$ cat src/rtl/ocp_arb2_if.sv
// Bus bundle for the two-master OCP arbiter: both master links plus the shared slave link.
// The slave modport is the arbiter's view; the master modport is the view of whatever drives it.
`ifndef ADDR_WIDTH
`define ADDR_WIDTH 32
`endif
`ifndef DATA_WIDTH
`define DATA_WIDTH 32
`endif
`ifndef BEN_WIDTH
`define BEN_WIDTH 4
`endif

interface ocp_arb2_if;
   logic [`ADDR_WIDTH-1:0] i_M0Addr, i_M1Addr;
   logic [2:0]             i_M0Cmd, i_M1Cmd;
   logic [`DATA_WIDTH-1:0] i_M0Data, i_M1Data;
   logic [`BEN_WIDTH-1:0]  i_M0ByteEn, i_M1ByteEn;
   logic                   o_S0CmdAccept, o_S1CmdAccept;
   logic [`DATA_WIDTH-1:0] o_S0Data, o_S1Data;
   logic [1:0]             o_S0Resp, o_S1Resp;
   logic [`ADDR_WIDTH-1:0] o_MAddr;
   logic [2:0]             o_MCmd;
   logic [`DATA_WIDTH-1:0] o_MData;
   logic [`BEN_WIDTH-1:0]  o_MByteEn;
   logic                   i_SCmdAccept;
   logic [`DATA_WIDTH-1:0] i_SData;
   logic [1:0]             i_SResp;

   modport slave (
      input  i_M0Addr, i_M1Addr, i_M0Cmd, i_M1Cmd, i_M0Data, i_M1Data,
             i_M0ByteEn, i_M1ByteEn, i_SCmdAccept, i_SData, i_SResp,
      output o_S0CmdAccept, o_S1CmdAccept, o_S0Data, o_S1Data, o_S0Resp, o_S1Resp,
             o_MAddr, o_MCmd, o_MData, o_MByteEn
   );

   modport master (
      output i_M0Addr, i_M1Addr, i_M0Cmd, i_M1Cmd, i_M0Data, i_M1Data,
             i_M0ByteEn, i_M1ByteEn, i_SCmdAccept, i_SData, i_SResp,
      input  o_S0CmdAccept, o_S1CmdAccept, o_S0Data, o_S1Data, o_S0Resp, o_S1Resp,
             o_MAddr, o_MCmd, o_MData, o_MByteEn
   );
endinterface

$ cat src/rtl/ocp_arb2.sv
// Two-master OCP arbiter: round-robin grant, one transaction in flight, combinational
// pass-through while granted, and a cycle budget that aborts a stuck slave with ERR.
`ifndef ADDR_WIDTH
`define ADDR_WIDTH 32
`endif
`ifndef DATA_WIDTH
`define DATA_WIDTH 32
`endif
`ifndef BEN_WIDTH
`define BEN_WIDTH 4
`endif
`ifndef OCP_CMD_IDLE
`define OCP_CMD_IDLE  3'd0
`define OCP_CMD_WRITE 3'd1
`define OCP_CMD_READ  3'd2
`define OCP_RESP_NULL 2'd0
`define OCP_RESP_DVA  2'd1
`define OCP_RESP_ERR  2'd3
`endif

module ocp_arb2 #(
   parameter int TIMEOUT = 16
) (
   input  logic      clk,
   input  logic      nrst,
   ocp_arb2_if.slave bus
);
   typedef enum logic [1:0] {IDLE, CMD, RESP} state_t;
   localparam logic [7:0] LAST_CNT = 8'(TIMEOUT - 1);

   state_t     r_state;
   logic       r_gnt;
   logic       r_lst;
   logic [7:0] r_cnt;

   logic                   w_req0, w_req1;
   logic [2:0]             w_cmd;
   logic [`ADDR_WIDTH-1:0] w_addr;
   logic [`DATA_WIDTH-1:0] w_data;
   logic [`BEN_WIDTH-1:0]  w_ben;
   logic                   w_svld, w_drop, w_done, w_tmo;
   logic                   w_acc;
   logic [1:0]             w_resp;
   logic [`DATA_WIDTH-1:0] w_rdata;

   assign w_req0 = (bus.i_M0Cmd != `OCP_CMD_IDLE);
   assign w_req1 = (bus.i_M1Cmd != `OCP_CMD_IDLE);
   assign w_cmd  = r_gnt ? bus.i_M1Cmd    : bus.i_M0Cmd;
   assign w_addr = r_gnt ? bus.i_M1Addr   : bus.i_M0Addr;
   assign w_data = r_gnt ? bus.i_M1Data   : bus.i_M0Data;
   assign w_ben  = r_gnt ? bus.i_M1ByteEn : bus.i_M0ByteEn;
   assign w_svld = (bus.i_SResp != `OCP_RESP_NULL);

   // A withdrawn request beats both completion and timeout, and leaves lst alone.
   assign w_drop = (r_state == CMD) && (w_cmd == `OCP_CMD_IDLE);
   assign w_done = (r_state == CMD)
                 ? (!w_drop && bus.i_SCmdAccept && (w_cmd == `OCP_CMD_WRITE || w_svld))
                 : (r_state == RESP) && w_svld;
   assign w_tmo  = (r_state != IDLE) && !w_drop && !w_done && (r_cnt == LAST_CNT);

   always_comb begin
      bus.o_MCmd    = `OCP_CMD_IDLE;
      bus.o_MAddr   = '0;
      bus.o_MData   = '0;
      bus.o_MByteEn = '0;
      w_acc         = 1'b0;
      w_resp        = `OCP_RESP_NULL;
      w_rdata       = '0;
      if (r_state == CMD) begin
         bus.o_MCmd    = w_tmo ? `OCP_CMD_IDLE : w_cmd;
         bus.o_MAddr   = w_addr;
         bus.o_MData   = w_data;
         bus.o_MByteEn = w_ben;
         w_acc         = w_tmo ? 1'b1 : bus.i_SCmdAccept;
         w_resp        = w_tmo ? `OCP_RESP_ERR : bus.i_SResp;
         w_rdata       = w_tmo ? '0 : bus.i_SData;
      end else if (r_state == RESP) begin
         w_resp  = w_tmo ? `OCP_RESP_ERR : bus.i_SResp;
         w_rdata = w_svld ? bus.i_SData : '0;
      end
   end

   // Only the granted master ever sees slave-side activity.
   assign bus.o_S0CmdAccept = !r_gnt && w_acc;
   assign bus.o_S0Resp      = r_gnt ? `OCP_RESP_NULL : w_resp;
   assign bus.o_S0Data      = r_gnt ? '0 : w_rdata;
   assign bus.o_S1CmdAccept = r_gnt && w_acc;
   assign bus.o_S1Resp      = r_gnt ? w_resp : `OCP_RESP_NULL;
   assign bus.o_S1Data      = r_gnt ? w_rdata : '0;

   always_ff @(posedge clk) begin
      if (!nrst) begin
         r_state <= IDLE;
         r_gnt   <= 1'b0;
         r_lst   <= 1'b1;
         r_cnt   <= '0;
      end else begin
         case (r_state)
            IDLE: begin
               if (w_req0 || w_req1) begin
                  r_gnt   <= (w_req0 && w_req1) ? ~r_lst : w_req1;
                  r_cnt   <= '0;
                  r_state <= CMD;
               end
            end
            CMD, RESP: begin
               r_cnt <= r_cnt + 8'd1;
               if (w_drop) begin
                  r_state <= IDLE;
               end else if (w_done || w_tmo) begin
                  r_lst   <= r_gnt;
                  r_state <= IDLE;
               end else if (r_state == CMD && bus.i_SCmdAccept) begin
                  r_state <= RESP;
               end
            end
            default: r_state <= IDLE;
         endcase
      end
   end
endmodule
$ cat src/flat_wrapper.sv
// flat-port wrapper written by rule: the top's interface ports become plain ports
module ocp_arb2_flat 
#(
   parameter int TIMEOUT = 16
)
  (clk, nrst, bus_i_M0Addr, bus_i_M1Addr, bus_i_M0Cmd, bus_i_M1Cmd, bus_i_M0Data, bus_i_M1Data, bus_i_M0ByteEn, bus_i_M1ByteEn, bus_i_SCmdAccept, bus_i_SData, bus_i_SResp, bus_o_S0CmdAccept, bus_o_S1CmdAccept, bus_o_S0Data, bus_o_S1Data, bus_o_S0Resp, bus_o_S1Resp, bus_o_MAddr, bus_o_MCmd, bus_o_MData, bus_o_MByteEn);
  ocp_arb2_if bus_i ();
  input  logic clk;
  input  logic nrst;
  input wire logic [$bits(bus_i.i_M0Addr)-1:0] bus_i_M0Addr;
  input wire logic [$bits(bus_i.i_M1Addr)-1:0] bus_i_M1Addr;
  input wire logic [$bits(bus_i.i_M0Cmd)-1:0] bus_i_M0Cmd;
  input wire logic [$bits(bus_i.i_M1Cmd)-1:0] bus_i_M1Cmd;
  input wire logic [$bits(bus_i.i_M0Data)-1:0] bus_i_M0Data;
  input wire logic [$bits(bus_i.i_M1Data)-1:0] bus_i_M1Data;
  input wire logic [$bits(bus_i.i_M0ByteEn)-1:0] bus_i_M0ByteEn;
  input wire logic [$bits(bus_i.i_M1ByteEn)-1:0] bus_i_M1ByteEn;
  input wire logic [$bits(bus_i.i_SCmdAccept)-1:0] bus_i_SCmdAccept;
  input wire logic [$bits(bus_i.i_SData)-1:0] bus_i_SData;
  input wire logic [$bits(bus_i.i_SResp)-1:0] bus_i_SResp;
  output wire logic [$bits(bus_i.o_S0CmdAccept)-1:0] bus_o_S0CmdAccept;
  output wire logic [$bits(bus_i.o_S1CmdAccept)-1:0] bus_o_S1CmdAccept;
  output wire logic [$bits(bus_i.o_S0Data)-1:0] bus_o_S0Data;
  output wire logic [$bits(bus_i.o_S1Data)-1:0] bus_o_S1Data;
  output wire logic [$bits(bus_i.o_S0Resp)-1:0] bus_o_S0Resp;
  output wire logic [$bits(bus_i.o_S1Resp)-1:0] bus_o_S1Resp;
  output wire logic [$bits(bus_i.o_MAddr)-1:0] bus_o_MAddr;
  output wire logic [$bits(bus_i.o_MCmd)-1:0] bus_o_MCmd;
  output wire logic [$bits(bus_i.o_MData)-1:0] bus_o_MData;
  output wire logic [$bits(bus_i.o_MByteEn)-1:0] bus_o_MByteEn;
  assign bus_i.i_M0Addr = bus_i_M0Addr;
  assign bus_i.i_M1Addr = bus_i_M1Addr;
  assign bus_i.i_M0Cmd = bus_i_M0Cmd;
  assign bus_i.i_M1Cmd = bus_i_M1Cmd;
  assign bus_i.i_M0Data = bus_i_M0Data;
  assign bus_i.i_M1Data = bus_i_M1Data;
  assign bus_i.i_M0ByteEn = bus_i_M0ByteEn;
  assign bus_i.i_M1ByteEn = bus_i_M1ByteEn;
  assign bus_i.i_SCmdAccept = bus_i_SCmdAccept;
  assign bus_i.i_SData = bus_i_SData;
  assign bus_i.i_SResp = bus_i_SResp;
  assign bus_o_S0CmdAccept = bus_i.o_S0CmdAccept;
  assign bus_o_S1CmdAccept = bus_i.o_S1CmdAccept;
  assign bus_o_S0Data = bus_i.o_S0Data;
  assign bus_o_S1Data = bus_i.o_S1Data;
  assign bus_o_S0Resp = bus_i.o_S0Resp;
  assign bus_o_S1Resp = bus_i.o_S1Resp;
  assign bus_o_MAddr = bus_i.o_MAddr;
  assign bus_o_MCmd = bus_i.o_MCmd;
  assign bus_o_MData = bus_i.o_MData;
  assign bus_o_MByteEn = bus_i.o_MByteEn;
  ocp_arb2 #(.TIMEOUT(TIMEOUT)) u_core (.clk(clk), .nrst(nrst), .bus(bus_i));
endmodule
$ cat config.mk
export PLATFORM = sky130hd
export DESIGN_NAME = ocp_arb2_flat
export DESIGN_NICKNAME = d
export VERILOG_FILES = /design/src/rtl/ocp_arb2_if.sv /design/src/rtl/ocp_arb2.sv /design/src/flat_wrapper.sv
export SDC_FILE = /design/constraint.sdc
export NUM_CORES = 1
export LEC_CHECK = 0
export BUFFER_PORTS_ARGS = -buffer_cell sky130_fd_sc_hd__buf_2
export CAP_MARGIN = 20
export CORE_AREA = 2 2 125 127
export DETAILED_ROUTE_END_ITERATION = 10
export DIE_AREA = 0 0 127 129
export REMOVE_ABC_BUFFERS = 1
export SYNTH_ARGS = -nofsm -noshare
export SYNTH_HDL_FRONTEND = slang
export SYNTH_SLANG_ARGS = --single-unit
export TNS_END_PERCENT = 100
$ cat constraint.sdc
create_clock -name clk -period 6.4 [get_ports clk]
set_input_delay 0.96 -clock clk [delete_from_list [all_inputs] [get_ports clk]]
set_output_delay 0.96 -clock clk [all_outputs]
set_load 0.05 [all_outputs]
==> results of run 1 <==
## sequential cells by signal (all words and copies together) (netlist names)
signal          count
u_core.r_lst        1
u_core.r_gnt        1
u_core.r_state      2
u_core.r_cnt        8
## how the worst min path moves through the flow
stage                              endpoint  depth (start not counted)
after floorplan           u_core.r_state[0]                          2
after global placement    u_core.r_state[0]                          2
after detailed placement  u_core.r_state[0]                          2
after CTS                 u_core.r_state[0]                          2
after global routing      u_core.r_state[0]                          2
final                     u_core.r_state[0]                          2
## per-layer routing
layer  vias up  track usage [%]
met5         -                0
met4         0             2.33
li1       1748                -
met2       108             21.1
met3         5             1.70
met1      1468             14.9
## cells by family after synthesis
| logic type | share of synthesized area, % |
|---|---|
| xor+xnor | 2.00 |
| simple gates | 45.4 |
| buf+inv | 6.05 |
| fa+ha+maj | 2.86 |
| mux | 27.8 |
| flops | 9.15 |
| compound gates | 6.67 |
## power by group through the flow
stage	Sequential, mW	Clock, mW	Combinational [mW]
after floorplan	0.140	0	1.13
after global placement	0.128	0	1.45
after detailed placement	0.128	0	1.45
after CTS	0.127	0.132	1.46
after global routing	0.130	0.135	1.53
final	0.126	0.130	1.44
## stage by stage
step | worst slack [ps] | hold slack [ps] | power, mW | instances | util, %
final | 2570 | 499 | 1.70 | 833 | 29.6
after global routing | 2320 | 553 | 1.79 | 832 | 29.6
after CTS | 2580 | 504 | 1.72 | 832 | 29.6
after detailed placement | 2580 | 497 | 1.58 | 828 | 29.0
after global placement | 2600 | 495 | 1.58 | 828 | 29.0
after floorplan | 967 | 471 | 1.27 | 319 | -
## worst max-delay path, stage by stage
cell and delay, ps:
buf_2 110, nor4b_1 360, or2_1 270, o31ai_4 140
a21oi_4 550, and2_1 210, buf_2 270
## layout make-up
cell class / count / area, sq um
tap: 188 / 235
timing repair buffer: 321 / 1610
inverter: 5 / 18.8
clock buffer: 4 / 88.8
multi-input combinational: 302 / 2230
sequential: 12 / 244
fill: 1622 / 10500
antenna: 1 / 2.50
## synthesized netlist by cell type, drive strengths merged, types with 2 or more instances
library cell,instances
ha,6
and2,67
nor2b,75
buf,15
inv,5
nor4,2
nand2b,4
nand2,7
or2,2
o21ai,4
clkbuf,9
dfxtp,12
nor3b,2
mux2i,73
and3,2
o31ai,2
nor2,17
a21oi,6
nand3,4
xor2,6
nand4,4
nor3,6
==> summary.txt, run 1 <==
Synth
  – Top cells by area, synth: mux2i_1, nor2b_1, and2_1, dfxtp_1, ha_1
  – Synth Flop Type: dfxtp_1
  – Area leader, netlist: mux2i_1
  – Post-Syn Area: 2630 sq um
  – Flops & latches, synth: 12
  – Synth Instances: 343
  – Ys async rst share: 0%
  – Post-synthesis cell type count: 41
  – Post-synth EDFFs: 0
  – Syn avg cell area: around 7.7 sq um
  – Register area share after synthesis: 9.15%
  – Yosys top cell area share: approximately 28%
  – Synthesis Warnings: 0

Clock tree
  – TritonCTS buffer count: 3
  – Later-pin clock latency in the skew report: 240 ps
  – Setup bufs post-CTS: 0
  – Clock transition at path regs: 40 ps
  – Hold buffer count at cts: 0
  – CTS tree: done
  – CTS sink cnt: 12
  – Post-cts sizing count: 0
  – Max Buffers Root-to-Sink: 2
  – Root Buffer: clkbuf_16
  – H-tree Lvls: 1

Power and ir drop
  – Reg power frac: 7.4%
  – Leak pwr: 2.36 nW
  – Clock share of power: 7.6%
  – Sw Pwr: around 1.1 mW
  – Internal Pwr Total: 582 uW
  – Combinational Power Share: 85.0%
  – Peak supply drop: 163 uV
  – Sw Share: 65.8%
  – PwrDens: 384 nW/um^2

Worst setup path
  – Crit path capture: bus_o_S1Data[26]
  – CP Class: input pin to output pin
  – Crit path from: bus_i_M1Cmd[0]
  – Reg2reg start: u_core.r_state[1]
  – R2R cell count: 7
  – CP max FO: 32
  – Reg-to-reg setup timing slack: 4360 ps
  – Worst R2R End: u_core.r_state[1]
  – Crit path DAT: approximately 2900 ps
  – Startpoint Class: input pin
  – WP data required: ~5400 ps
  – Critical path capture point type: output pin

Route
  – Average wire per standard cell: around 13 microns
  – Met3 Wirelength: 679 microns
  – Drc violations: 0
  – Met2 routed WL: roughly 5700 microns
  – Top Metal Used: met4
  – Via count: 3329
  – DRT antenna net count: 0
  – DR pass1 iterations: 4
  – Via/cell ratio: 4.00
  – Initial DRC Count: 126
  – Drt total wl: 11200 microns
  – Met1 wire length: 4780 microns

Status
  – Status: finished clean

Floorplan
  – Initial Util: 17.5%
  – I/O pins: 320
  – Die Area: 16400 sq um
  – Die W: roughly 130 microns
  – # rows: 45
  – Die Y-Extent: 129 microns
  – Core ar.: 15000 sq um

Layout
  – Design area: 4430 sq um
  – Share of layout cells above drive strength 1: 51.6%
  – Most common cell after layout, fill and taps aside: buf_2
  – Layout area overhead: 68.7%
  – # nets final: between 800 and 900
  – Most frequent cells in the layout: buf_2, nor2b_1, mux2i_1

STA
  – Clk_skew: 2.57 ps
  – Setup violations, final: 0
  – Worst-Margin Slew: 811 ps
  – Hold Fails Final Rpt: 0
  – Fmax: 0.261 GHz
  – Setup TNS Final: 0 ps
  – Tcrit/Tclk final: 59.9%
  – RSZ-0062 raised after global routing: no
  – Slew HR: 45.5%
  – Tmin final: 3830 ps
  – Slew Viols, Final: 0

GRT
  – Number of global-route vias before repair: around 2.9k
  – Initial antenna violation count: 0
  – Gr ovfl total: 0
  – GRT Overall Usage: 11.7%
  – First-pass GRT wire length: between 15000 and 20000 microns
  – Largest net degree at the start of global routing: 81

Worst hold path
  – Hold Path Class: flip-flop to flip-flop
  – HP Start: u_core.r_state[0]

Placed design
  – IO buf count: 319
  – DP Area: 4340 sq um
  – GP Congestion: 0.769
  – Post-DP HPWL: 9440 microns

Flow run
  – Max-Cap Viols: 0
(Power assumes the default switching activity.)
==> run 2, diff against run 1 <==
- clock period: 6.4 -> 3.7 ns (I/O delays scaled with it)
==> run 2 against run 1 <==
Effect of this change: non-clock buffer count rose by 2; clock power rose by 69%; total power rose by 74%; first-iteration DRC count rose by 21%; utilization rose by 0.10 points; worst setup slack got worse by 2100 ps; worst hold slack improved by 12 ps; critical path depth rose by 1; clock skew fell by 1.7 ps; cell count rose by 0.24%; combinational power rose by 78%; largest cell class unchanged.
==> summary.txt, run 2 (same netlist as run 1, synthesis figures left out) <==
Clock tree
  – Post-cts sizing count: 0 (unchanged)
  – TritonCTS buffer count: 3 (unchanged)
  – Setup bufs post-CTS: 0 (unchanged)
  – Hold buffer count at cts: 0 (unchanged)
  – CTS tree: done
  – Root Buffer: clkbuf_16
  – Clock transition at path regs: 40 ps (about the same)
  – CTS sink cnt: 12 (unchanged)
  – H-tree Lvls: 1 (unchanged)
  – Later-pin clock latency in the skew report: 240 ps (about the same)
  – Max Buffers Root-to-Sink: 2 (unchanged)

STA
  – Clk_skew: 0.910 ps (-1.66 ps)
  – Hold Fails Final Rpt: 0 (unchanged)
  – Tcrit/Tclk final: approximately 87%
  – Slew HR: 45.3% (-0.21 points)
  – Tmin final: 3220 ps
  – Worst-Margin Slew: 821 ps (+10.0 ps)
  – Slew Viols, Final: 0 (unchanged)
  – Setup violations, final: 0 (unchanged)
  – Setup slack after layout: 483 ps (-2080 ps)
  – WHS: 511 ps (+12.0 ps)
  – Fmax: 0.311 GHz
  – Setup TNS Final: 0 ps (unchanged)
  – RSZ-0062 raised after global routing: no

Route
  – DR pass1 iterations: 4 (unchanged)
  – Via count: 3376 (+1.4%)
  – DRT antenna net count: 0 (unchanged)
  – Initial DRC Count: 152 (+21%)
  – Via/cell ratio: 4.04 (+1.2%)
  – Average wire per standard cell: 13.5 microns (+0.41%)
  – Drt total wl: 11300 microns (+0.65%)
  – Drc violations: 0 (unchanged)

Floorplan
  – Initial Util: 17.5% (unchanged)
  – Core ar.: 15000 sq um (unchanged)
  – # rows: 45 (unchanged)
  – Die Area: 16400 sq um (unchanged)
  – Die Y-Extent: 129 microns (unchanged)
  – I/O pins: 320 (unchanged)
  – Die W: 127 microns (unchanged)

Placed design
  – Placement Setup Slack: 642 ps (-1940 ps)
  – GP Congestion: 0.793 (+3.1%)
  – Post-DP HPWL: 9530 microns (+0.95%)
  – IO buf count: 319 (unchanged)

Layout
  – Layout area overhead: 69.3%
  – FILL cells: 1629 (+0.43%)
  – Max FFs per register: 8 (unchanged)
  – Top flop regs: u_core.r_cnt: 8 flops, u_core.r_state: 2 flops
  – Reg with most FFs: u_core.r_cnt
  – # nets final: 832 (+0.24%)
  – Most frequent cells in the layout: buf_2, nor2b_1, mux2i_1
  – Most common cell after layout, fill and taps aside: buf_2
  – Share of layout cells above drive strength 1: 51.7% (+0.15 points)

Power and ir drop
  – Combinational Power Share: 86.6% (+1.6 points)
  – Leak pwr: 2.37 nW (+0.44%)
  – PwrDens: 668 nW/um^2 (+74%)
  – Sw Pwr: 1.95 mW (+74%)
  – Internal Pwr Total: 1.02 mW (+75%)
  – Reg power frac: 6.0% (-1.4 points)
  – Clock share of power: 7.4% (-0.2 points)
  – Sw Share: 65.7% (-0.089 points)
  – Peak supply drop: 276 uV (+69%)

Worst setup path
  – Crit path DAT: 2660 ps (-210 ps)
  – Critical path capture point type: output pin
  – CP max FO: 32 (unchanged)
  – Startpoint Class: flip-flop
  – CP Class: flip-flop to output pin
  – WP data required: 3140 ps (-2300 ps)

GRT
  – Number of global-route vias before repair: 2923 (+0.17%)
  – Gr ovfl total: 0 (unchanged)
  – First-pass GRT wire length: 15600 microns (+0.54%)
  – Initial antenna violation count: 1 (+1)
  – GRT Overall Usage: 11.8% (+0.064 points)
  – Largest net degree at the start of global routing: 50 (-38%)

Status
  – Status: finished clean

Worst hold path
  – Hold Path Class: flip-flop to flip-flop

Flow run
  – Max-Cap Viols: 0 (unchanged)
==> run 2: cell types whose count changed in the layout (fill, tap and decap cells not counted) <==
cell	delta
buf_4	+2
==> run 2: final timing paths <==
path	startpoint	end	slack [ps]	cells after the start
worst min-delay path	u_core.r_state[0]	u_core.r_state[0]	510	2
worst max register to register	u_core.r_state[0]	u_core.r_cnt[7]	1680	7
worst max-delay path	u_core.r_state[0]	bus_o_S0Data[13]	480	8
worst min register to register	u_core.r_state[0]	u_core.r_state[0]	510	2
==> run 2: power groups by stage <==
| stage | logic [mW] | registers [mW] | clock network (mW) |
|---|---|---|---|
| finish | 2.57 | 0.177 | 0.220 |
| global route | 2.71 | 0.179 | 0.234 |
| global placement | 2.58 | 0.177 | 0 |
| CTS | 2.59 | 0.176 | 0.226 |
| floorplan | 1.96 | 0.243 | 0 |
| detailed placement | 2.58 | 0.178 | 0 |
==> run 2: layout make-up <==
| type | count | area [sq um] | area share (%) |
|---|---|---|---|
| multi-input cells | 302 | 2230 | 50.1 |
| repair buffers | 323 | 1630 | 36.6 |
| flip-flops and latches | 12 | 244 | 5.49 |
| well taps | 188 | 235 | 5.29 |
| clock buffers | 4 | 88.8 | 2.00 |
| inverters | 5 | 18.8 | 0.422 |
| diodes | 1 | 2.50 | 0.0563 |
==> run 2: stage by stage <==
stage	instance area [sq um]	cells	util, %	power [mW]
after floorplan	2480	319	-	2.20
after global placement	4350	830	29.1	2.75
after detailed placement	4350	830	29.1	2.76
after CTS	4440	834	29.7	2.99
after global routing	4440	835	29.7	3.12
final	4440	835	29.7	2.97
==> run 2: worst max-delay path, stage by stage, from the launching register on <==
cell and delay (ps):
dfxtp_1 380, inv_1 100, ha_1 320, nor4_4 230, nand4b_4 220, o31ai_4 470, a21oi_4 250, and2_1 230
buf_2 210
==> run 2: routing by layer <==
layer / share of wire (%) / vias to the layer above / global-route usage [%]
li1: - / 1758 / -
met1: 42 / 1497 / 15.2
met2: 50 / 111 / 20.5
met3: 6.5 / 10 / 2.25
met4: 1.3 / 0 / 2.39
met5: 0 / - / 0
==> run 3, diff against run 2 <==
- CTS_BUF_LIST: default -> sky130_fd_sc_hd__clkbuf_2
==> run 3 against run 2 <==
Effect of this change: sequential power about the same; combinational power about the same; via count up 0.41%.
==> summary.txt, run 3 (same netlist as run 1, synthesis figures left out) <==
Status
  – Status: finished clean

STA
  – Setup violations, final: 0 (unchanged)
  – Setup TNS Final: 0 ps (unchanged)
  – Slew HR: 45.8% (+0.47 points)
  – Tmin final: 3280 ps (+58.3 ps)
  – Worst-Margin Slew: 814 ps (-7.10 ps)
  – Setup slack after layout: 425 ps (-58.3 ps)
  – Fmax: 0.305 GHz (-1.8%)
  – Hold Fails Final Rpt: 0 (unchanged)
  – RSZ-0062 raised after global routing: no
  – Clk_skew: 4.34 ps (+3.43 ps)
  – Tcrit/Tclk final: 88.5% (+1.6 points)
  – Slew Viols, Final: 0 (unchanged)

Route
  – DR pass1 iterations: 4 (unchanged)
  – Average wire per standard cell: 13.5 microns (-0.36%)
  – Drt total wl: 11300 microns (-0.36%)
  – Via count: 3390 (+0.41%)
  – Via/cell ratio: 4.06 (+0.41%)
  – DRT antenna net count: 0 (unchanged)
  – Drc violations: 0 (unchanged)
  – Initial DRC Count: 152 (unchanged)

GRT
  – Gr ovfl total: 0 (unchanged)
  – First-pass GRT wire length: 15400 microns (-0.93%)
  – GRT Overall Usage: 11.7% (-0.11 points)
  – Initial antenna violation count: 1 (unchanged)
  – Largest net degree at the start of global routing: 50 (unchanged)
  – Number of global-route vias before repair: 2895 (-0.96%)

Worst hold path
  – Hold Path Class: flip-flop to flip-flop
  – HP Start: u_core.r_state[0]
  – WHS Path Cells: 2 (unchanged)
  – Hold Path End: u_core.r_state[0]

Worst setup path
  – CP max FO: 32 (unchanged)
  – Crit path DAT: 2720 ps (+60 ps)
  – Reg-to-reg setup timing slack: 1700 ps (+20 ps)
  – Buffers plus inverters on the worst setup path: 2 (unchanged)
  – Critical-path top delay cell: o31ai_4
  – Startpoint Class: flip-flop
  – WP data required: 3140 ps (about the same)
  – R2R cell count: 7 (unchanged)
  – Crit-path cells: inv_1 > ha_1 > nor4_4 > nand4b_4 > o31ai_4 > a21oi_4 > and2_1 > buf_2
  – Worst R2R End: u_core.r_cnt[7]
  – CP Class: flip-flop to output pin
  – Critical path capture point type: output pin
  – Delay-heaviest family, CP: compound AO/OA/AOI/OAI gates
  – CP peak stage delay: 470 ps (about the same)
  – Reg2reg start: u_core.r_state[0]

Layout
  – Top flop regs: u_core.r_cnt: 8 flops, u_core.r_state: 2 flops
  – Reg with most FFs: u_core.r_cnt
  – Most common cell after layout, fill and taps aside: buf_2
  – FILL cells: 1638 (+0.55%)
  – # nets final: 832 (unchanged)
  – Layout area overhead: 66.6%
  – Most frequent cells in the layout: buf_2, nor2b_1, mux2i_1
  – Max FFs per register: 8 (unchanged)
  – Share of layout cells above drive strength 1: 51.5% (-0.15 points)

Floorplan
  – I/O pins: 320 (unchanged)
  – Initial Util: 17.5% (unchanged)
  – Die Y-Extent: 129 microns (unchanged)
  – Core ar.: 15000 sq um (unchanged)
  – Die W: 127 microns (unchanged)
  – # rows: 45 (unchanged)
  – Die Area: 16400 sq um (unchanged)

Placed design
  – Post-DP HPWL: 9530 microns (unchanged)
  – Placement Setup Slack: 642 ps (unchanged)
  – GP Congestion: 0.793 (unchanged)
  – IO buf count: 319 (unchanged)

Power and ir drop
  – Peak supply drop: 276 uV (about the same)
  – PwrDens: 643 nW/um^2 (-3.6%)
  – Leak pwr: 2.34 nW (-1.3%)

Clock tree
  – H-tree Lvls: 1 (unchanged)
  – Later-pin clock latency in the skew report: 280 ps (+40 ps)
  – Post-cts sizing count: 0 (unchanged)
  – TritonCTS buffer count: 3 (unchanged)
  – Hold buffer count at cts: 0 (unchanged)
  – Max Buffers Root-to-Sink: 2 (unchanged)
  – Setup bufs post-CTS: 0 (unchanged)
  – CTS tree: done
  – Clock transition at path regs: 120 ps (+80 ps)
  – Root Buffer: clkbuf_2
  – CTS sink cnt: 12 (unchanged)

Flow run
  – Max-Cap Viols: 0 (unchanged)
-- run 3: changes by cell type in the layout (fill, tap and decap cells not counted), sizes merged --
cell | previous run | this run
clkbuf | 4 | 3
clkinv | 0 | 1
-- run 3: worst min-delay path: cells and delay by family, from the launching register on --
family           cells  cell delay [ps]
flip-flops           1              360
AND/OR/NAND/NOR      1               70
AO/OA/AOI/OAI        1               60
-- run 3: metrics by stage --
| stage | instance area (sq um) | total power, mW | instances | util, % | hold WS [ps] |
|---|---|---|---|---|---|
| 6_report | 4370 | 2.81 | 835 | 29.2 | 523 |
| 5_1_grt | 4370 | 2.97 | 835 | 29.2 | 569 |
| 4_1_cts | 4370 | 2.84 | 834 | 29.2 | 523 |
| 3_5_place_dp | 4350 | 2.76 | 830 | 29.1 | 502 |
| 3_3_place_gp | 4350 | 2.75 | 830 | 29.1 | 493 |
| 2_1_floorplan | 2480 | 2.20 | 319 | - | 471 |
-- run 3: worst max path at each step --
stage | from | to | slack [ps] | cells after the start
finish | u_core.r_state[0] | bus_o_S0Data[22] | 420 | 8
global route | u_core.r_state[0] | bus_o_S0Data[24] | 230 | 8
CTS | u_core.r_state[0] | bus_o_S1Data[9] | 420 | 8
detailed placement | bus_i_M1Cmd[0] | bus_o_S0Data[22] | 640 | 7
global placement | bus_i_M1Cmd[0] | bus_o_S1Data[9] | 680 | 7
floorplan | u_core.r_gnt | bus_o_S0Data[0] | -1330 | 5
-- run 3: area by class of cell --
cell class	count	area, sq um	area share (%)
antenna	1	2.50	0.0572
sequential	12	244	5.58
tap	188	235	5.38
timing repair buffer	323	1630	37.2
clock inverter	1	3.75	0.0858
multi-input combinational	302	2230	50.9
inverter	5	18.8	0.429
clock buffer	3	15.0	0.343
-- run 3: per-layer routing --
metal	wire, microns	global-route usage [%]
met1	4750	15.2
met3	760	2.25
met2	5610	20.2
met4	143	2.20
met5	0	0
-- run 3: power by group --
part | internal (mW) | switching (mW) | total (mW) | leakage [nW]
Clock | 0.0235 | 0.0473 | 0.0708 | 0.0140
Combinational | 0.702 | 1.87 | 2.57 | 2.23
Sequential | 0.151 | 0.0245 | 0.176 | 0.0983
